File: src/rtl/gpu_pkg.sv
// Shared types for the draw sequencer: command opcodes, FSM states, queued command layout.
// Pure declarations plus one clipping helper; no logic or state of its own.
package gpu_pkg;

    localparam int COLOR_W = 3;
    localparam int COORD_W = 8;

    typedef enum logic [1:0] {
        OP_NOP       = 2'b00,
        OP_PLOT      = 2'b01,
        OP_FILL_RECT = 2'b10,
        OP_CLEAR     = 2'b11
    } cmd_op_t;

    typedef enum logic [1:0] {
        ST_IDLE = 2'b00,
        ST_LOAD = 2'b01,
        ST_DRAW = 2'b10
    } state_t;

    typedef struct packed {
        cmd_op_t              op;
        logic [COORD_W-1:0]   x0;
        logic [COORD_W-1:0]   y0;
        logic [COORD_W-1:0]   x1;
        logic [COORD_W-1:0]   y1;
        logic [COLOR_W-1:0]   color;
    } cmd_t;

    function automatic logic [COORD_W-1:0] clip_coord(input logic [COORD_W-1:0] v,
                                                      input logic [COORD_W-1:0] last);
        return (v > last) ? last : v;
    endfunction

endpackage

File: src/rtl/gpu_cmd_fifo.sv
// Synchronous FIFO: push/pop in one cycle, head word visible combinationally on pop_data.
// Pushes while full and pops while empty are ignored; the caller gates on full/empty.
module gpu_cmd_fifo #(
    parameter int WIDTH = 8,
    parameter int DEPTH = 4
) (
    input  logic             clk,
    input  logic             reset,
    input  logic             push,
    input  logic [WIDTH-1:0] push_data,
    input  logic             pop,
    output logic [WIDTH-1:0] pop_data,
    output logic             full,
    output logic             empty
);

    localparam int AW = (DEPTH > 1) ? $clog2(DEPTH) : 1;

    logic [WIDTH-1:0] mem [DEPTH];
    logic [AW:0]      wr_ptr;
    logic [AW:0]      rd_ptr;
    logic             do_push;
    logic             do_pop;

    // Extra pointer bit distinguishes full from empty when the indices match.
    assign empty    = (wr_ptr == rd_ptr);
    assign full     = (wr_ptr[AW] != rd_ptr[AW]) && (wr_ptr[AW-1:0] == rd_ptr[AW-1:0]);
    assign do_push  = push && !full;
    assign do_pop   = pop && !empty;
    assign pop_data = mem[rd_ptr[AW-1:0]];

    always_ff @(posedge clk) begin
        if (reset) begin
            wr_ptr <= '0;
            rd_ptr <= '0;
        end else begin
            if (do_push) wr_ptr <= wr_ptr + (AW+1)'(1);
            if (do_pop)  rd_ptr <= rd_ptr + (AW+1)'(1);
        end
    end

    always_ff @(posedge clk) begin
        if (do_push) mem[wr_ptr[AW-1:0]] <= push_data;
    end

endmodule

File: src/rtl/gpu_draw_sequencer.sv
// Queued PLOT/FILL_RECT/CLEAR rasteriser, one pixel per cycle; first write two cycles after transfer.
// cmd_ready drops only when the queue is full; with GPU_BLANK_WRITE_EN drawing stalls during active video.
module gpu_draw_sequencer
    import gpu_pkg::*;
#(
    parameter int FB_W       = 160,
    parameter int FB_H       = 120,
    parameter int FIFO_DEPTH = 4
) (
    input  logic               pixel_clock,
    input  logic               RESET,
    input  logic               cmd_valid,
    output logic               cmd_ready,
    input  logic [1:0]         cmd_op,
    input  logic [COORD_W-1:0] cmd_x0,
    input  logic [COORD_W-1:0] cmd_y0,
    input  logic [COORD_W-1:0] cmd_x1,
    input  logic [COORD_W-1:0] cmd_y1,
    input  logic [COLOR_W-1:0] cmd_color,
    input  logic               on_screen,
    output logic [COORD_W-1:0] fb_x,
    output logic [COORD_W-1:0] fb_y,
    output logic [COLOR_W-1:0] fb_color,
    output logic               fb_write,
    output logic               busy,
    output logic               err,
    input  logic               err_clr
);

    localparam logic [COORD_W:0]   FB_W_EXT = (COORD_W+1)'(FB_W);
    localparam logic [COORD_W:0]   FB_H_EXT = (COORD_W+1)'(FB_H);
    localparam logic [COORD_W-1:0] X_LAST   = COORD_W'(FB_W - 1);
    localparam logic [COORD_W-1:0] Y_LAST   = COORD_W'(FB_H - 1);

    state_t state;
    state_t state_nxt;
    cmd_t   in_cmd;
    cmd_t   head_cmd;
    cmd_t   cur_cmd;

    logic fifo_full;
    logic fifo_empty;
    logic push;
    logic pop;
    logic stall;
    logic last_pix;
    logic at_x_end;

    logic [COORD_W-1:0] x_start;
    logic [COORD_W-1:0] x_end;
    logic [COORD_W-1:0] y_end;
    logic [COORD_W-1:0] x_cnt;
    logic [COORD_W-1:0] y_cnt;
    logic [COLOR_W-1:0] color_q;

    logic [COORD_W-1:0] ld_xs;
    logic [COORD_W-1:0] ld_xe;
    logic [COORD_W-1:0] ld_ys;
    logic [COORD_W-1:0] ld_ye;
    logic [COORD_W-1:0] x1_clip;
    logic [COORD_W-1:0] y1_clip;
    logic               ld_skip;
    logic               ld_oob;

    assign in_cmd = '{op: cmd_op_t'(cmd_op), x0: cmd_x0, y0: cmd_y0,
                      x1: cmd_x1, y1: cmd_y1, color: cmd_color};

    assign cmd_ready = !fifo_full;
    assign push      = cmd_valid && !fifo_full;

    gpu_cmd_fifo #(
        .WIDTH ($bits(cmd_t)),
        .DEPTH (FIFO_DEPTH)
    ) u_cmd_fifo (
        .clk       (pixel_clock),
        .reset     (RESET),
        .push      (push),
        .push_data (in_cmd),
        .pop       (pop),
        .pop_data  (head_cmd),
        .full      (fifo_full),
        .empty     (fifo_empty)
    );

`ifdef GPU_BLANK_WRITE_EN
    assign stall = on_screen;
`else
    logic unused_on_screen;
    assign unused_on_screen = on_screen;
    assign stall            = 1'b0;
`endif

    // Bounds for the command held in cur_cmd; ld_skip sends LOAD straight back to IDLE.
    always_comb begin
        x1_clip = clip_coord(cur_cmd.x1, X_LAST);
        y1_clip = clip_coord(cur_cmd.y1, Y_LAST);
        ld_xs   = cur_cmd.x0;
        ld_xe   = cur_cmd.x0;
        ld_ys   = cur_cmd.y0;
        ld_ye   = cur_cmd.y0;
        ld_oob  = 1'b0;
        ld_skip = 1'b1;
        case (cur_cmd.op)
            OP_PLOT: begin
                ld_oob  = ({1'b0, cur_cmd.x0} >= FB_W_EXT) || ({1'b0, cur_cmd.y0} >= FB_H_EXT);
                ld_skip = ld_oob;
            end
            OP_FILL_RECT: begin
                ld_xe   = x1_clip;
                ld_ye   = y1_clip;
                ld_skip = (cur_cmd.x0 > x1_clip) || (cur_cmd.y0 > y1_clip);
            end
            OP_CLEAR: begin
                ld_xs   = '0;
                ld_xe   = X_LAST;
                ld_ys   = '0;
                ld_ye   = Y_LAST;
                ld_skip = 1'b0;
            end
            default: ;
        endcase
    end

    assign at_x_end = (x_cnt == x_end);
    assign last_pix = at_x_end && (y_cnt == y_end);

    always_ff @(posedge pixel_clock) begin
        if (RESET) state <= ST_IDLE;
        else       state <= state_nxt;
    end

    always_comb begin
        state_nxt = state;
        case (state)
            ST_IDLE: if (!fifo_empty) state_nxt = ST_LOAD;
            ST_LOAD: state_nxt = ld_skip ? ST_IDLE : ST_DRAW;
            ST_DRAW: if (fb_write && last_pix) state_nxt = ST_IDLE;
            default: state_nxt = ST_IDLE;
        endcase
    end

    always_comb begin
        pop      = (state == ST_IDLE) && !fifo_empty;
        fb_write = (state == ST_DRAW) && !stall;
        busy     = !fifo_empty || (state != ST_IDLE);
    end

    always_ff @(posedge pixel_clock) begin
        if (RESET) begin
            cur_cmd <= '0;
            x_start <= '0;
            x_end   <= '0;
            y_end   <= '0;
            x_cnt   <= '0;
            y_cnt   <= '0;
            color_q <= '0;
            err     <= 1'b0;
        end else begin
            if (pop) cur_cmd <= head_cmd;
            if (state == ST_LOAD) begin
                x_start <= ld_xs;
                x_end   <= ld_xe;
                y_end   <= ld_ye;
                x_cnt   <= ld_xs;
                y_cnt   <= ld_ys;
                color_q <= cur_cmd.color;
            end else if (fb_write && !last_pix) begin
                if (at_x_end) begin
                    x_cnt <= x_start;
                    y_cnt <= y_cnt + 8'd1;
                end else begin
                    x_cnt <= x_cnt + 8'd1;
                end
            end
            // A new error in the same cycle as err_clr wins.
            err <= (err && !err_clr) || ((state == ST_LOAD) && ld_oob);
        end
    end

    assign fb_x     = x_cnt;
    assign fb_y     = y_cnt;
    assign fb_color = color_q;

endmodule

File: config.mk
export PLATFORM = sky130hd
export DESIGN_NAME = gpu_draw_sequencer
export DESIGN_NICKNAME = d
export VERILOG_FILES = /design/src/rtl/gpu_pkg.sv /design/src/rtl/gpu_cmd_fifo.sv /design/src/rtl/gpu_draw_sequencer.sv
export SDC_FILE = /design/constraint.sdc
export NUM_CORES = 1
export LEC_CHECK = 0
export CAP_MARGIN = 25
export CORE_MARGIN = 4
export CORE_UTILIZATION = 35
export CTS_CLUSTER_SIZE = 28
export DETAILED_ROUTE_END_ITERATION = 6
export GPL_TIMING_DRIVEN = 0
export HOLD_SLACK_MARGIN = 0.05
export PLACE_DENSITY = 0.51
export REMOVE_ABC_BUFFERS = 1
export SLEW_MARGIN = 20
export SYNTH_ARGS = -nofsm -noshare
export SYNTH_HDL_FRONTEND = slang
export SYNTH_SLANG_ARGS = --single-unit
File: constraint.sdc
create_clock -name pixel_clock -period 3 [get_ports pixel_clock]
set_clock_uncertainty 0.05 [all_clocks]
set_input_delay 0.45 -clock pixel_clock [delete_from_list [all_inputs] [get_ports pixel_clock]]
set_output_delay 0.45 -clock pixel_clock [all_outputs]
set_load 0.005 [all_outputs]
Word level (Yosys, flattened, before mapping)

Memory sizes are Yosys's and may differ from the RTL's. A register that Yosys moved wholly into a read port is not among the register bits.
Cells that the tools add are included.

Flip-flop bits (word level): 52
Memory bits (writable): 148
Input bits: 42
Output and inout port bits: 23
Logic and storage cells: 77
Memories: 1

Memories:

| memory         | depth | bits a word | read ports | clocked after memory_dff | write ports | line               | source |
|---|---|---|---|---|---|---|---|
| u_cmd_fifo.mem | 4     | 37          | 1          | 1                        | 1           | gpu_cmd_fifo.sv:19 | `logic [WIDTH-1:0] mem [DEPTH];` |

$add $sub $neg: 4
Order comparisons: 6
Eq/ne operators: 12
Multiplexer cells: 20
Reduce and logical (&&, ||, !) cells: 24

Operator list:

| kind                | number |
|---|---|
| $mux 8              | 10 |
| $pmux 8 s2          | 2 |
| $add 8x1->8 const B | 2 |
| $eq 8x8->1          | 2 |
| $gt 8x8->1          | 2 |
| $logic_and 1x1->1   | 10 |
| $ge 8x7->1 const B  | 1 |
| $ge 8x8->1 const B  | 1 |
| $gt 8x7->1 const B  | 1 |
| $gt 8x8->1 const B  | 1 |
| $add 3x1->3 const B | 2 |
| $eq 2x2->1 const B  | 3 |
| $mux 2              | 3 |
| $pmux 2 s3          | 1 |
| $reduce_bool 2->1   | 3 |
| $eq 2x1->1 const B  | 2 |
| $logic_not 1->1     | 4 |
| $logic_or 1x1->1    | 4 |
| $reduce_and 2->1    | 2 |
| $eq 3x3->1          | 1 |
| $mux 1              | 3 |
| $pmux 1 s3          | 1 |
| $eq 2x2->1          | 1 |
| $logic_not 2->1     | 1 |
| 3 further kinds     | 3 |

Depth between registers and ports, before layout

Gate-level depths: netlist (run 1).

Word-level depth: 7
Gate-level depth with buffers: 10

Modules after synthesis

A second synthesis (run 1) with hierarchy kept.

Cell total of the unflattened synthesis: 782
Area total of the unflattened synthesis: 10,029.6 um^2

By module, submodules not included:

| module             | instances | cells an instance | area an instance (um^2) | seq. area each (um^2) |
|---|---|---|---|---|
| gpu_cmd_fifo       | 1         | 261               | 5,905.7                 | 4,604.4 |
| gpu_draw_sequencer | 1         | 521               | 4,124.0                 | 1,661.6 |

Worst setup path before layout (run 1)

OpenSTA, ideal clock, no wires.

Path kind: reg2reg
From: register u_cmd_fifo.wr_ptr[0]
To: memory u_cmd_fifo.mem[3][0] in the netlist's numbering, enable pin
Setup time: 399 ps
Arrival: 1,656 ps
Data required time: 2,551 ps
Path slack: 895 ps
Cell stages (with the launch flop): 4
Buffers on the path: 0
Period minus slack after synthesis: 2,105 ps
Cell sequence: dfxtp_1 -> xnor2_1 -> nand3_1 -> and3_1

Longest elaborated chain between the ends: 7

Ends and longest elaborated chain:

| item                           | line                     | source |
|---|---|---|
| start: declaration             | gpu_cmd_fifo.sv:20       | `logic [AW:0] wr_ptr;` |
| start signal: assignment       | gpu_cmd_fifo.sv:37       | `if (do_push) wr_ptr <= wr_ptr + (AW+1)'(1);` |
| $eq 2x2->1 *                   | gpu_cmd_fifo.sv:27       | `assign full = (wr_ptr[AW] != rd_ptr[AW]) && (wr_ptr[AW-1:0] == rd_ptr[AW-1:0]);` |
| $logic_and 1x1->1 *            | gpu_cmd_fifo.sv:27       |  |
| $logic_not 1->1 *              | -                        |  |
| named net cmd_ready            | gpu_draw_sequencer.sv:13 | `output logic cmd_ready,` |
| $logic_and 1x1->1              | gpu_draw_sequencer.sv:69 | `assign push = cmd_valid && !fifo_full;` |
| $logic_and 1x1->1 *            | gpu_cmd_fifo.sv:28       | `assign do_push = push && !full;` |
| $mux 1 *                       | gpu_cmd_fifo.sv:43       | `if (do_push) mem[wr_ptr[AW-1:0]] <= push_data;` |
| $mux 1 (not written as such) * | gpu_cmd_fifo.sv:43       |  |
| end: declaration               | gpu_cmd_fifo.sv:19       |  |

Mark *: on every way through the listed nets, which the timed path passes. The rest lies on a longest branch.

Worst setup path after layout (run 1)

From: register state[0]
To: output port fb_write

Longest elaborated chain between the ends: 1

Ends and longest elaborated chain:

| item                     | line                      | source |
|---|---|---|
| start: declaration       | gpu_draw_sequencer.sv:35  | `state_t state;` |
| start signal: assignment | gpu_draw_sequencer.sv:129 | `else state <= state_nxt;` |
| $eq 2x2->1               | gpu_draw_sequencer.sv:144 | `fb_write = (state == ST_DRAW) && !stall;` |
| end: declaration         | gpu_draw_sequencer.sv:24  | `output logic fb_write,` |

Every way passes these cells.

==> summary.md, run 1 <==
| Metric | Value |
|---|---|
| First-pass GRT wire length | `34300 um` |
| Worst Path Max Fanout | `10` |
| Layout cells sized above 1 | `13.3%` |
| Gpl congestion | `0.748` |
| Peak VDD IR | `422 uV` |
| ANT cells | `0` |
| Longest Clk Path Bufs | `3` |
| Die W | `176 um` |
| Final setup vio count | `0` |
| Die Ht | `176 um` |
| Crit path launch type | `flop` |
| Placed wire-length estimate | `13900 um` |
| Worst R2R Setup Slack | `0.47 ns` |
| Final worst setup slack | `0.218 ns` |
| Max-cap viol count | `0` |
| Mapped Cells | `756` |
| Status | `finished clean` |
| Critical path class | `flop to primary output` |
| Area growth syn-to-layout | `20.2%` |
| Final Max Tran Viols | `0` |
| Antenna violations before repair | `0` |
| Nets | `878` |
| CP startpoint | `state[0]` |
| Number of flops mapped to enable cells by yosys | `148` |
| Drt via density | `4.95` |
| Cts repair resizes | `0` |
| Drt drc | `0` |
| IO Count | `65` |
| CP required | `2.50 ns` |
| CTS Root Buffer Type | `clkbuf_16` |
| Count of state elements after synthesis | `237` |
| Fraction of registers with async set/reset | `0%` |
| Min Hold Slack | `0.345 ns` |
| Hold depth | `2` |
| CTS buffer count | `26` |
| Unrepaired setup endpoints after global routing | `false` |
| Drt pass-1 iters | `4` |
| Vias in the first global route | `5986` |
| Crit. End Element | `primary output` |
| Max Clk Rate | `360 MHz` |
| Initial Utilization | `35.4%` |
| Die ar. | `30800 sq um` |
| Worst EP arrival | `2.28 ns` |
| Synth unique cells | `62` |
| Row Count | `61` |
| Pre-CTS setup slack | `0.414 ns` |
| Largest net degree at the start of global routing | `48` |
| Ys flop type | `edfxtp_1` |
| Drt wl/cell | `17.7 um` |
| RR Startpoint | `u_cmd_fifo.rd_ptr[1]` |
| TritonCTS Sinks | `237` |
| Slew HR | `41.8%` |
| Post-Syn Area per Cell | `13.0 sq um` |
| DR iter-0 viols | `253` |
| Leakage power | `3.96 nW` |
| Final Critical Period | `2.78 ns` |
| Final Hold Viols | `0` |
| Period utilization | `92.7%` |
| Hold Crit Class | `primary input to flop` |
| GRT Util Overall | `13.9%` |
| PortBufs | `63` |
| Yosys warnings | `0` |
| Clk_lat worst skew | `0.52 ns` |
| Via Count | `5992` |
| # H-tree levels | `1` |
| WL final | `21400 um` |
| Hold Crit Start | `RESET` |
| Hold Buf Count CTS | `0` |
| Post-CTS setup buffer count | `0` |
| Synth Cell Area | `9830 sq um` |
| Post-DRT Antenna Nets | `0` |
| Overflow after GRT | `0` |
| R2R depth | `7` |
| Area of the core | `27800 sq um` |
| CTS tree | `built` |
| Worst-path clk slew | `0.06 ns` |
| Sequential area share after synthesis | `63.3%` |
| Pwr dens | `994 nW/um^2` |
| Worst-Margin Slew | `0.873 ns` |
synthesized netlist by cell type, types with 5 or more instances:
cell	n	area (sq um)
nand4_1	8	50.1
dfxtp_1	89	1780
clkbuf_1	28	105
nor3_1	9	45.0
nand3_1	13	65.1
a211oi_1	8	60.1
xnor2_1	18	158
a22oi_1	5	37.5
o221ai_1	10	87.6
mux4_2	37	833
o21ai_0	10	50.1
ha_1	23	288
edfxtp_1	148	4440
and3_1	11	68.8
buf_2	10	50.1
a21oi_1	77	385
inv_1	15	56.3
nand2_1	120	450
xor2_1	13	114
nor2_1	42	158
worst max-delay path, stage by stage (launching register included):
cell and delay (ns):
dfxtp_1 0.48, inv_1 0.16, nand2_1 0.36, inv_1 0.24, clkdlybuf4s50_1 0.51
registers in the layout, indices dropped and copies added (netlist names):
name / count
u_cmd_fifo.mem: 148
cur_cmd: 37
fb_x: 8
fb_y: 8
x_end: 8
x_start: 8
y_end: 8
fb_color: 3
u_cmd_fifo.rd_ptr: 3
u_cmd_fifo.wr_ptr: 3
state: 2
err: 1
where the power goes:
part	total, mW	internal (mW)	switching, mW	leakage, nW
Combinational	3.88	1.72	2.16	1.44
Sequential	4.64	3.98	0.663	2.09
Clock	3.22	1.99	1.23	0.434
per-stage QoR:
| step | power, mW | setup TNS, ns | cells | utilization [%] | instance area [sq um] |
|---|---|---|---|---|---|
| 2_1_floorplan | 7.18 | -146.89 | 714 | - | 9650 |
| 3_3_place_gp | 8.12 | -584.04 | 1155 | 38.7 | 10800 |
| 3_5_place_dp | 8.69 | 0 | 1163 | 39.4 | 10900 |
| 4_1_cts | 11.9 | 0 | 1211 | 42.5 | 11800 |
| 5_1_grt | 12.6 | 0 | 1211 | 42.5 | 11800 |
| 6_report | 11.7 | 0 | 1211 | 42.5 | 11800 |
cells in the final DEF, fill, tap and decap left out, types with 3 or more instances in the layout:
| cell type | n |
|---|---|
| ha_1 | 23 |
| inv_1 | 15 |
| buf_12 | 3 |
| clkbuf_1 | 8 |
| nor2b_1 | 3 |
| a211oi_1 | 8 |
| o21a_1 | 3 |
| buf_4 | 4 |
| and3_4 | 3 |
| o21ai_0 | 10 |
| nor2_1 | 41 |
| mux2i_1 | 3 |
| clkbuf_8 | 7 |
| nor3_2 | 3 |
| nand3_1 | 13 |
| o221ai_1 | 10 |
| xor2_1 | 13 |
| edfxtp_1 | 148 |
| nand2_1 | 120 |
| mux4_2 | 37 |
| xnor2_1 | 18 |
| a21oi_1 | 77 |
| clkdlybuf4s50_1 | 62 |
| and3_1 | 7 |
| dfxtp_1 | 87 |
| nand4_1 | 8 |
| clkinv_2 | 3 |
| a22oi_1 | 5 |
| nor3_1 | 8 |
| clkbuf_16 | 27 |
cell families (layout without fill, tap and decap cells):
| group | Yosys count | after routing | synth area share [%] |
|---|---|---|---|
| adders and majority gates | 23 | 23 | 2.93 |
| other | 1 | 1 | 0.0381 |
| muxes | 41 | 41 | 8.90 |
| xor gates and xnor gates | 31 | 31 | 2.76 |
| AOI/OAI and AO/OA | 140 | 140 | 9.10 |
| buffers and inverters | 57 | 134 | 2.38 |
| DFF | 237 | 237 | 63.3 |
| and+or+nand+nor | 226 | 226 | 10.6 |
cell type report:
type / count / area, sq um
Sequential cell: 237 / 6230
Tap cell: 378 / 473
Fill cell: 2642 / 16000
Clock buffer: 42 / 802
Clock inverter: 6 / 78.8
Inverter: 15 / 56.3
Timing Repair Buffer: 71 / 766
Multi-Input combinational cell: 462 / 3400
worst paths after layout:
kind,end
worst min-delay path,u_cmd_fifo.rd_ptr[2]
worst max register to register,u_cmd_fifo.rd_ptr[0]
worst min register to register,x_start[2]
worst max-delay path,fb_write
metal layers:
| metal | global-route usage, % | vias up | part of all wire, % |
|---|---|---|---|
| met3 | 2.09 | 17 | 3.3 |
| met4 | 2.96 | 0 | 1.3 |
| met2 | 23.1 | 74 | 48 |
| met5 | 0 | - | 0 |
| met1 | 19.5 | 2970 | 47 |
| li1 | - | 2931 | - |
Note: power is estimated with default switching activity, not from simulation.
==> run 2, diff against run 1 <==
Settings changed: PLACE_DENSITY 0.51 to 0.54.
==> run 2 against run 1 <==
Against the previous run: sequential power fell by 0.9%; global-route usage is 0.70 points lower; final cell count grew 0.17%; worst hold slack lost 0.066 ns; register-to-register slack gained 0.17 ns; via count fell by 0.27%; non-clock buffer count up 5; count of clock-buffer cells in the layout fell by 6; setup slack worse by 0.065 ns; flip-flop and latch count stayed put; clock power shrank 8.4%; largest cell class unchanged; highest routed layer is now met5.
==> summary.md, run 2 (synthesis gave the netlist of run 1 again) <==
| Metric | Value |
|---|---|
| Nets | `882` |
| CTS Root Buffer Type | `clkbuf_16` |
| Max Clk Rate | `351 MHz` |
| Worst-Margin Slew | `0.872 ns` |
| Unrepaired setup endpoints after global routing | `false` |
| CTS tree | `built` |
| Die W | `176 um` |
| Status | `finished clean` |
| Leakage power | `3.95 nW` |
| Drt via density | `4.93` |
| Pwr dens | `972 nW/um^2` |
| Drt pass-1 iters | `6` |
| Crit path capture | `fb_write` |
| DR iter-0 viols | `367` |
| CP required | `2.50 ns` |
| Antenna violations before repair | `1` |
| Final Critical Period | `2.85 ns` |
| Via Count | `5976` |
| Die ar. | `30800 sq um` |
| # H-tree levels | `1` |
| Highest metal layer with signal wires | `met5` |
| DP Area | `11000 sq um` |
| Sequential Area | `6230 sq um` |
| Final worst setup slack | `0.153 ns` |
| Longest Clk Path Bufs | `3` |
| CP startpoint | `state[0]` |
| Initial Utilization | `35.4%` |
| Wire length on met1 | `9900 um` |
| Met3 wire len | `895 um` |
| Post-DRT Antenna Nets | `0` |
| Max FFs per register | `148` |
| Clk_lat worst skew | `0.51 ns` |
| TritonCTS Sinks | `237` |
| GRT Util Overall | `13.2%` |
| R2R depth | `10` |
| Most frequent cells in the layout | `edfxtp_1, nand2_1, dfxtp_1, a21oi_1, clkdlybuf4s50_1` |
| Hold Buf Count CTS | `0` |
| WL final | `20500 um` |
| Worst EP arrival | `2.35 ns` |
| Final Max Tran Viols | `0` |
| Total Power | `11.5 mW` |
| Fillers | `2609` |
| Overflow after GRT | `0` |
| Crit path launch type | `flop` |
| RR Startpoint | `cur_cmd[18]` |
| Final Hold Viols | `0` |
| PortBufs | `63` |
| Crit. End Element | `primary output` |
| Placed wire-length estimate | `13800 um` |
| Vias in the first global route | `6005` |
| Worst-path clk slew | `0.06 ns` |
| Pre-CTS setup slack | `0.492 ns` |
| Row Count | `61` |
| Drt drc | `0` |
| Area growth syn-to-layout | `20.0%` |
| Die Ht | `176 um` |
| Period utilization | `94.9%` |
| ANT cells | `0` |
| Max-cap viol count | `0` |
| First-pass GRT wire length | `33200 um` |
| Slew HR | `41.9%` |
| Routed length on met2 | `9330 um` |
| Worst R2R End | `state[1]` |
| Hold Crit Class | `primary input to flop` |
| CTS buffer count | `25` |
| Layout cells sized above 1 | `13.1%` |
| Largest net degree at the start of global routing | `62` |
| Fin area | `11800 sq um` |
| Drt wl/cell | `16.9 um` |
| Worst Path Max Fanout | `10` |
| Cts repair resizes | `0` |
| Worst R2R Setup Slack | `0.64 ns` |
| Area occupied by multi-input gates | `3390 sq um` |
| Gpl congestion | `0.781` |
| Commonest non-fill, non-tap cell in the layout | `edfxtp_1` |
| IO Count | `65` |
| Peak VDD IR | `384 uV` |
| Final setup vio count | `0` |
| Critical path class | `flop to primary output` |
| Area of the core | `27800 sq um` |
## run 2: changes by cell type in the layout (fill, tap and decap cells not counted), sizes merged
cell,change
clkbuf,-6
buf,+5
clkinv,+3
## run 2: per-layer routing
metal / global-route usage (%) / vias up
met3: 2.56 / 29
met1: 18.9 / 2896
met2: 21.0 / 99
met4: 2.92 / 2
li1: - / 2950
met5: 0 / -
## run 2: report_power, final
group	leakage [nW]	internal, mW	total (mW)	switching [mW]
registers	2.09	3.98	4.60	0.620
logic	1.48	1.75	3.92	2.16
clock network	0.380	1.75	2.95	1.19
total	3.95	7.49	11.5	3.97
## run 2: layout make-up
class                           count  area share, %
Sequential cell                   237           52.9
Multi-Input combinational cell    462           28.8
Timing Repair Buffer               76           7.26
Clock buffer                       36           5.82
Tap cell                          378           4.01
Clock inverter                      9          0.796
Inverter                           15          0.477
## run 2: through the flow
step	setup TNS [ns]	instances	utilization [%]	hold slack, ns
after floorplan	-146.89	714	-	0.376
after global placement	-538.37	1155	38.7	0.391
after detailed placement	0	1167	39.6	0.394
after CTS	0	1213	42.4	0.256
after global routing	0	1213	42.4	0.276
final	0	1213	42.4	0.279
## run 2: timing repair
item,CTS,global route
setup buffers,1,0
endpoints found under the hold margin,0,0
setup endpoints to repair,1,0
## run 2: worst min-delay path by stage
stage | start | end | slack [ns] | depth (start not counted)
after floorplan | x_start[0] | x_start[0] | 0.38 | 2
after global routing | RESET | u_cmd_fifo.wr_ptr[0] | 0.28 | 2
final | RESET | u_cmd_fifo.wr_ptr[0] | 0.28 | 2
after detailed placement | x_start[0] | x_start[0] | 0.39 | 2
after CTS | RESET | u_cmd_fifo.wr_ptr[0] | 0.26 | 2
after global placement | x_start[2] | x_start[2] | 0.39 | 2
## run 2: worst max-delay path, stage by stage (launching register included)
cell	delay [ns]
dfxtp_1	0.50
inv_1	0.17
nand2_1	0.41
inv_1	0.24
clkdlybuf4s50_1	0.52
==> run 3, diff against run 2 <==
Settings changed: SKIP_LAST_GASP from default to 1.
Clock period 3 ns to 3.4 ns, I/O delays scaled along.
==> run 3 against run 2 <==
Against the previous run: sequential share of layout area is essentially flat; power fell by 12%; clock power down 12%; critical path depth increased by 1; worst hold slack improved by 0.057 ns; critical path type unchanged; critical endpoint is now busy; largest cell class unchanged; highest routed layer unchanged.
==> summary.md, run 3 (synthesis gave the netlist of run 1 again) <==
| Metric | Value |
|---|---|
| Critical path class | `flop to primary output` |
| CP max-delay cell | `dfxtp_4` |
| Fin area | `11800 sq um` |
| Vias in the first global route | `5996` |
| TritonCTS Sinks | `237` |
| Longest Clk Path Bufs | `3` |
| Most frequent cells in the layout | `edfxtp_1, nand2_1, dfxtp_1, a21oi_1, clkdlybuf4s50_1` |
| Nets | `881` |
| IO Count | `65` |
| Worst EP arrival | `2.42 ns` |
| Worst-path clk slew | `0.06 ns` |
| Worst Path Max Fanout | `22` |
| Pre-CTS setup slack | `0.865 ns` |
| CTS buffer count | `25` |
| Gpl congestion | `0.781` |
| Crit. End Element | `primary output` |
| CTS tree | `built` |
| Total Power | `10.1 mW` |
| R2R depth | `5` |
| # H-tree levels | `1` |
| GRT Util Overall | `13.2%` |
| Max FFs per register | `148` |
| Crit path launch type | `flop` |
| Initial Utilization | `35.4%` |
| RR Startpoint | `u_cmd_fifo.rd_ptr[0]` |
| Final Critical Period | `2.98 ns` |
| CP required | `2.84 ns` |
| DR iter-0 viols | `389` |
| Placed wire-length estimate | `13800 um` |
| DP Area | `11000 sq um` |
| WL final | `20500 um` |
| Row Count | `61` |
| CTS Root Buffer Type | `clkbuf_16` |
| Status | `finished clean` |
| Max-cap viol count | `0` |
| Worst-Margin Slew | `0.867 ns` |
| Die W | `176 um` |
| Drt pass-1 iters | `4` |
| Post-DRT Antenna Nets | `0` |
| Max Clk Rate | `335 MHz` |
| Final setup vio count | `0` |
| Largest net degree at the start of global routing | `62` |
| Cts repair resizes | `0` |
| CP Cell Sequence | `buf_12 > xnor2_1 > and3b_1 > nand2_1 > clkdlybuf4s50_1` |
| Antenna violations before repair | `1` |
| CP max stage delay | `0.63 ns` |
| Drt via density | `4.94` |
| Leakage power | `3.94 nW` |
| Hold Crit Start | `RESET` |
| Drt wl/cell | `16.9 um` |
| Worst R2R End | `u_cmd_fifo.mem[3][26]` |
| Layout cells sized above 1 | `12.9%` |
| Unrepaired setup endpoints after global routing | `false` |
| Area growth syn-to-layout | `19.9%` |
| Commonest non-fill, non-tap cell in the layout | `edfxtp_1` |
| Hold Buf Count CTS | `0` |
| Post-CTS setup buffer count | `0` |
| Final Max Tran Viols | `0` |
| Final worst setup slack | `0.418 ns` |
| PortBufs | `63` |
| Clk_lat worst skew | `0.51 ns` |
| Peak VDD IR | `339 uV` |
| First-pass GRT wire length | `33100 um` |
| ANT cells | `0` |
| Die Ht | `176 um` |
| Die ar. | `30800 sq um` |
| Pwr dens | `858 nW/um^2` |
| Endpoint, Worst Hold | `u_cmd_fifo.wr_ptr[0]` |
| Worst path top cell family by delay | `buffers and inverters` |
| Final Hold Viols | `0` |
| Period utilization | `87.7%` |
| Slew HR | `42.2%` |
| Via Count | `5986` |
| Hold depth | `2` |
| Hold Crit Class | `primary input to flop` |
| Drt drc | `0` |
| Worst R2R Setup Slack | `0.96 ns` |
| Area of the core | `27800 sq um` |
| Overflow after GRT | `0` |
| Worst Path Buf+Inv | `2` |
==> run 3: worst max path at each step <==
stage / from / end / slack, ns / cells after the start
floorplan: u_cmd_fifo.rd_ptr[0] / u_cmd_fifo.rd_ptr[2] / -1.35 / 6
finish: u_cmd_fifo.rd_ptr[0] / busy / 0.42 / 5
global route: u_cmd_fifo.rd_ptr[0] / busy / 0.19 / 5
detailed placement: u_cmd_fifo.rd_ptr[0] / busy / 0.87 / 5
global placement: u_cmd_fifo.rd_ptr[0] / u_cmd_fifo.rd_ptr[2] / -4.30 / 6
CTS: u_cmd_fifo.rd_ptr[0] / busy / 0.32 / 5
==> run 3: per-stage QoR <==
stage / hold slack [ns] / TNS, ns / util, % / instances
final: 0.337 / 0 / 42.4 / 1212
after global routing: 0.336 / 0 / 42.4 / 1212
after CTS: 0.316 / 0 / 42.4 / 1212
after detailed placement: 0.394 / 0 / 39.6 / 1167
after global placement: 0.391 / -445.71 / 38.7 / 1155
after floorplan: 0.376 / -71.10 / - / 714
==> run 3: layout make-up <==
type / instances / area (sq um)
multi-input cells: 462 / 3390
fillers: 2609 / 16000
clock inverters: 9 / 93.8
flip-flops and latches: 237 / 6230
well taps: 378 / 473
repair buffers: 75 / 848
clock buffers: 36 / 687
inverters: 15 / 56.3
==> run 3: layer usage <==
metal | routed length (um) | GRT usage (%)
met1 | 9960 | 18.9
met2 | 9260 | 21.0
met3 | 898 | 2.56
met4 | 360 | 2.92
met5 | 12 | 0
==> run 3: power breakdown <==
group	leakage (nW)	total (mW)	internal (mW)	switching (mW)
clock network	0.380	2.60	1.55	1.05
logic	1.47	3.41	1.54	1.87
registers	2.09	4.10	3.51	0.589
==> patch 1: new RTL, settings of run 2 <==
Change the package constant `COLOR_W` from 3 to 6.
--- a/src/rtl/gpu_pkg.sv
+++ b/src/rtl/gpu_pkg.sv
@@ -2,7 +2,7 @@
 // Pure declarations plus one clipping helper; no logic or state of its own.
 package gpu_pkg;
 
-    localparam int COLOR_W = 3;
+    localparam int COLOR_W = 6;
     localparam int COORD_W = 8;
 
     typedef enum logic [1:0] {
Ports: changed (resized cmd_color and fb_color); port bits go from 65 to 71. The function was not compared with the original's and may differ.
==> patch 1 against run 2 <==
- routed wire length rose by 10%
- worst setup slack improved by 0.015 ns
- cell area rose by 5.9%
- clock power rose by 1%
- total power rose by 3.2%
- largest power group unchanged
- area after synthesis rose by 5.8%
- critical path type unchanged
- sequential cell count rose by 18
==> patch 1: results (changes against run 2) <==
Place
  – Number of instances in the placed design: 1221 (+4.6%)
  – DPL Wire Length: 14700 um (+6.7%)
  – Routability Congestion: 0.766 (-1.9%)
  – Number of buffers added on ports: 69 (+9.5%)

Detailed routing
  – Vias after detailed routing: 6393 (+7.0%)
  – Number of optimization iterations in the first detailed-route pass: 4 (-2)
  – Detailed router's first-iteration violation count: 335 (-8.7%)
  – Post-DR vias/cell: 5.03 (+2.2%)
  – Total wire length: 22600 um (+10%)

Yosys
  – Distinct cell type count of the synthesized netlist: 55 (-11%)
  – Ranking of synthesized cells by area: sky130_fd_sc_hd__edfxtp_1 46%, sky130_fd_sc_hd__dfxtp_1 18%, sky130_fd_sc_hd__mux4_2 8.7%
  – Share of the yosys chip area belonging to registers: 64.5% (+1.2 points)
  – Synth cell count leaders: 160 x sky130_fd_sc_hd__edfxtp_1, 135 x sky130_fd_sc_hd__nand2_1, 95 x sky130_fd_sc_hd__dfxtp_1, 86 x sky130_fd_sc_hd__a21oi_1, 41 x sky130_fd_sc_hd__nor2_1
  – Post-synthesis cell count: 802 (+6.1%)
  – Number of enable flip-flop cells after synthesis: 160 (+8.1%)

Clock network
  – Post-cts repair resize count: 0 (unchanged)
  – Number of post-CTS setup repair buffers: 0 (-1)
  – Number of buffers inserted during clock tree synthesis: 26 (+4.0%)

Worst setup path
  – Worst reg2reg path endpoint: fb_y[2]$_SDFFE_PP0P_
  – Standard cell with the maximum stage delay on the critical path: sky130_fd_sc_hd__dfxtp_4
  – Register-to-Register Path Depth: 7 (-3)
  – Crit path launch: u_cmd_fifo.rd_ptr[1]$_SDFFE_PP0P_
  – Critical Path Max Stage Delay: 0.79 ns (+0.27 ns)
  – Arrival time of the worst setup path: 2.33 ns (-0.02 ns)
  – Critical Path Fanout Max: 43 (+33)
  – Endpoint of the worst setup timing path: busy
  – Reg-to-reg slack, setup: 0.29 ns (-0.35 ns)
  – Launch point of the worst reg-to-reg path: fb_x[5]$_SDFFE_PP0P_

Final layout
  – Flip-flop count of the largest register after layout: 160 (+8.1%)
  – Antenna diode instance count: 0 (unchanged)
  – Footprint of the flip-flops and latches: 6710 um2 (+7.7%)
  – Share of layout cells above drive strength 1: 11.9% (-1.2 points)
  – Number of fill cells in the layout: 2707 (+3.8%)

Power
  – Static power due to leakage: 4.13 nW (+4.6%)
  – Switching power total: 4.07 mW (+2.4%)
  – Power Combinational: 3.87 mW (-1%)
  – Final total power: 11.8 mW (+3.2%)
  – IR Drop Worst-Case VDD: 0.000420 V (+9.4%)
  – Clock group: 2.99 mW (+1%)

Global routing
  – Vias in the first global route: 6473 (+7.8%)
  – Global router's overall resource usage: 13.8% (+0.58 points)
  – Maximum number of pins on one net before global-route repair: 56 (-9.7%)
  – Number of antenna violations at the first check in global routing: 0 (-1)
  – First-pass GRT wire length: 36500 um (+10%)

Status
  – Status: finished, final reports clean
==> patch 1: cell count changes after synthesis, moves of 9 or more <==
cell | before | now
sky130_fd_sc_hd__nand2_1 | 120 | 135
sky130_fd_sc_hd__clkbuf_1 | 28 | 38
sky130_fd_sc_hd__a21oi_1 | 77 | 86
sky130_fd_sc_hd__edfxtp_1 | 148 | 160
==> patch 1: layout make-up <==
type,instances,area share [%]
Clock inverter,15,0.731
Multi-Input combinational cell,486,28.1
Tap cell,384,3.85
Sequential cell,255,53.8
Timing Repair Buffer,84,7.62
Clock buffer,33,5.59
Inverter,13,0.391
==> patch 1: metrics by stage <==
step	setup TNS, ns	hold WS [ns]	worst slack [ns]
2_1_floorplan	-200.84	0.376	-2.02
6_report	0	0.328	0.168
3_3_place_gp	-682.77	0.393	-5.32
5_1_grt	0	0.358	0.0163
3_5_place_dp	0	0.393	0.210
4_1_cts	0	0.315	0.0914
==> patch 1: logic make-up (layout without fill, tap and decap cells) <==
group / count (synthesis) / count (layout) / share of synthesized area (%)
flops: 255 / 255 / 64.5
simple gates: 239 / 239 / 10.1
compound gates: 150 / 150 / 8.81
buf+inv: 61 / 145 / 2.26
mux: 43 / 43 / 8.97
xor+xnor: 30 / 30 / 2.53
fa+ha+maj: 23 / 23 / 2.77
other cells: 1 / 1 / 0.0361
==> patch 1: per-layer routing <==
layer | global-route usage, % | wire length [um]
met3 | 2.50 | 1020
met4 | 3.15 | 350
met1 | 18.9 | 10500
met5 | 0 | 0
met2 | 23.0 | 10700
==> patch 1: critical path, delay by kind of cell, from the launching register on <==
kind / cells / cell delay, ns
and+or+nand+nor: 2 / 0.37
buffers and inverters: 1 / 0.44
DFF: 1 / 0.79
xor gates and xnor gates: 1 / 0.21
==> patch 2: new RTL, config.mk and constraints of run 2 <==
Made on the original files. Re-encode `state_t` (3 states) as one-hot, 3 bits wide.
--- a/src/rtl/gpu_pkg.sv
+++ b/src/rtl/gpu_pkg.sv
@@ -12,10 +12,10 @@
         OP_CLEAR     = 2'b11
     } cmd_op_t;
 
-    typedef enum logic [1:0] {
-        ST_IDLE = 2'b00,
-        ST_LOAD = 2'b01,
-        ST_DRAW = 2'b10
+    typedef enum logic [2:0] {
+        ST_IDLE = 3'b001,
+        ST_LOAD = 3'b010,
+        ST_DRAW = 3'b100
     } state_t;
 
     typedef struct packed {
Formal check against the unedited RTL: no difference found for any inputs over 4 cycles, from zero or initial values and one cycle with RESET high; so few cycles prove little.
==> patch 2 against run 2 <==
- area after synthesis increased by 0.43%
- sequential cell count increased by 1
- non-clock buffer count fell by 2
- worst hold slack better by 0.041 ns
- die area rose by 0.41%
- first-iteration DRC count shrank 9.8%
- cell area up 1.1%
- routed wire length fell by 0.19%
- worst setup slack improved by 0.099 ns
- combinational power is 30% lower
- total power down 9.2%
- via count increased by 0.69%
- clock power increased by 13%
==> patch 2: results (changes against run 2) <==
Status
  – Status: finished, final reports clean

Detailed routing
  – Number of optimization iterations in the first detailed-route pass: 4 (-2)
  – Routed wirelength normalized by instance count: 16.8 um (-0.84%)
  – Detailed router's first-iteration violation count: 331 (-9.8%)

Global routing
  – Global router's overall resource usage: 13.4% (+0.18 points)
  – Number of antenna violations at the first check in global routing: 0 (-1)
  – First-pass GRT wire length: 33900 um (+2.2%)
  – Maximum number of pins on one net before global-route repair: 51 (-18%)

Worst setup path
  – Arrival time of the worst setup path: 2.25 ns (-0.10 ns)
  – Standard cell with the maximum stage delay on the critical path: sky130_fd_sc_hd__dfxtp_4
  – Register-to-Register Path Depth: 4 (-6)
  – Endpoint of the worst setup timing path: busy
  – Reg-to-reg slack, setup: 0.69 ns (+0.05 ns)
  – Critical Path Max Stage Delay: 0.56 ns (+0.04 ns)
  – Crit path launch: u_cmd_fifo.rd_ptr[0]$_SDFFE_PP0P_
  – Cell class contributing the biggest share of worst-path delay: flip-flops

Timing
  – Transition time at the pin with the least slew margin: 0.860 ns (-0.0112 ns)
  – Worst Setup Slack, final: 0.252 ns (+0.0989 ns)
  – WHS: 0.320 ns (+0.0410 ns)

Clock network
  – Number of buffers inserted during clock tree synthesis: 26 (+4.0%)
  – Number of post-CTS setup repair buffers: 0 (-1)

Final layout
  – Number of fill cells in the layout: 2576 (-1.3%)
  – Count of nets after finishing: 889 (+0.79%)

Power
  – Static power due to leakage: 3.87 nW (-2.0%)
  – IR Drop Worst-Case VDD: 0.000353 V (-8.1%)

Yosys
  – Share of synthesized area spent on multiplexers: 8.55% (-0.34 points)
  – XOR/XNOR share of the synthesized area: 2.84% (+0.077 points)
  – Ranking of synthesized cells by area: sky130_fd_sc_hd__edfxtp_1 45%, sky130_fd_sc_hd__dfxtp_1 18%, sky130_fd_sc_hd__mux4_2 8.4%
  – Synthesized area divided by synthesized cell count: 13.0 um2 (-0.23%)
  – Share of the yosys chip area belonging to registers: 63.3% (-0.070 points)
  – Distinct cell type count of the synthesized netlist: 54 (-13%)
  – Synth cell count leaders: 148 x sky130_fd_sc_hd__edfxtp_1, 134 x sky130_fd_sc_hd__nand2_1, 90 x sky130_fd_sc_hd__dfxtp_1, 77 x sky130_fd_sc_hd__a21oi_1, 48 x sky130_fd_sc_hd__nor2_1
  – Area fraction in compound gates after synthesis: 9.75% (+0.65 points)
  – Post-synthesis adder-cell area fraction: 2.91% (-0.013 points)

Place
  – Routability Congestion: 0.777 (-0.47%)
  – Worst Setup Slack post-DPL: 0.560 ns (+0.0671 ns)
  – DPL Wire Length: 14000 um (+1.6%)
  – Cell Area, Placed: 11000 um2 (+0.14%)

Hold path
  – Capture endpoint of the worst hold path: u_cmd_fifo.rd_ptr[2]$_SDFFE_PP0P_
## patch 2: layout make-up
| type | instances | area (um2) | area share [%] |
|---|---|---|---|
| clock buffers | 31 | 701 | 5.88 |
| multi-input cells | 473 | 3420 | 28.7 |
| clock inverters | 16 | 196 | 1.65 |
| flip-flops and latches | 238 | 6250 | 52.5 |
| well taps | 378 | 473 | 3.97 |
| repair buffers | 74 | 831 | 6.97 |
| inverters | 11 | 41.3 | 0.346 |
## patch 2: where the power goes
| part | switching, mW | total, mW | internal [mW] |
|---|---|---|---|
| logic | 1.52 | 2.76 | 1.25 |
| registers | 0.450 | 4.32 | 3.87 |
| clock network | 1.24 | 3.32 | 2.08 |
## patch 2: per-layer routing
layer  part of all wire, %  GRT usage (%)  wire length (um)  vias up
li1                      -              -                 -     2958
met1                    47           18.8              9690     2926
met2                    46           21.6              9400      100
met3                   4.5           2.36               929       33
met4                   2.2           3.51               442        0
met5                     0              0                 0        -
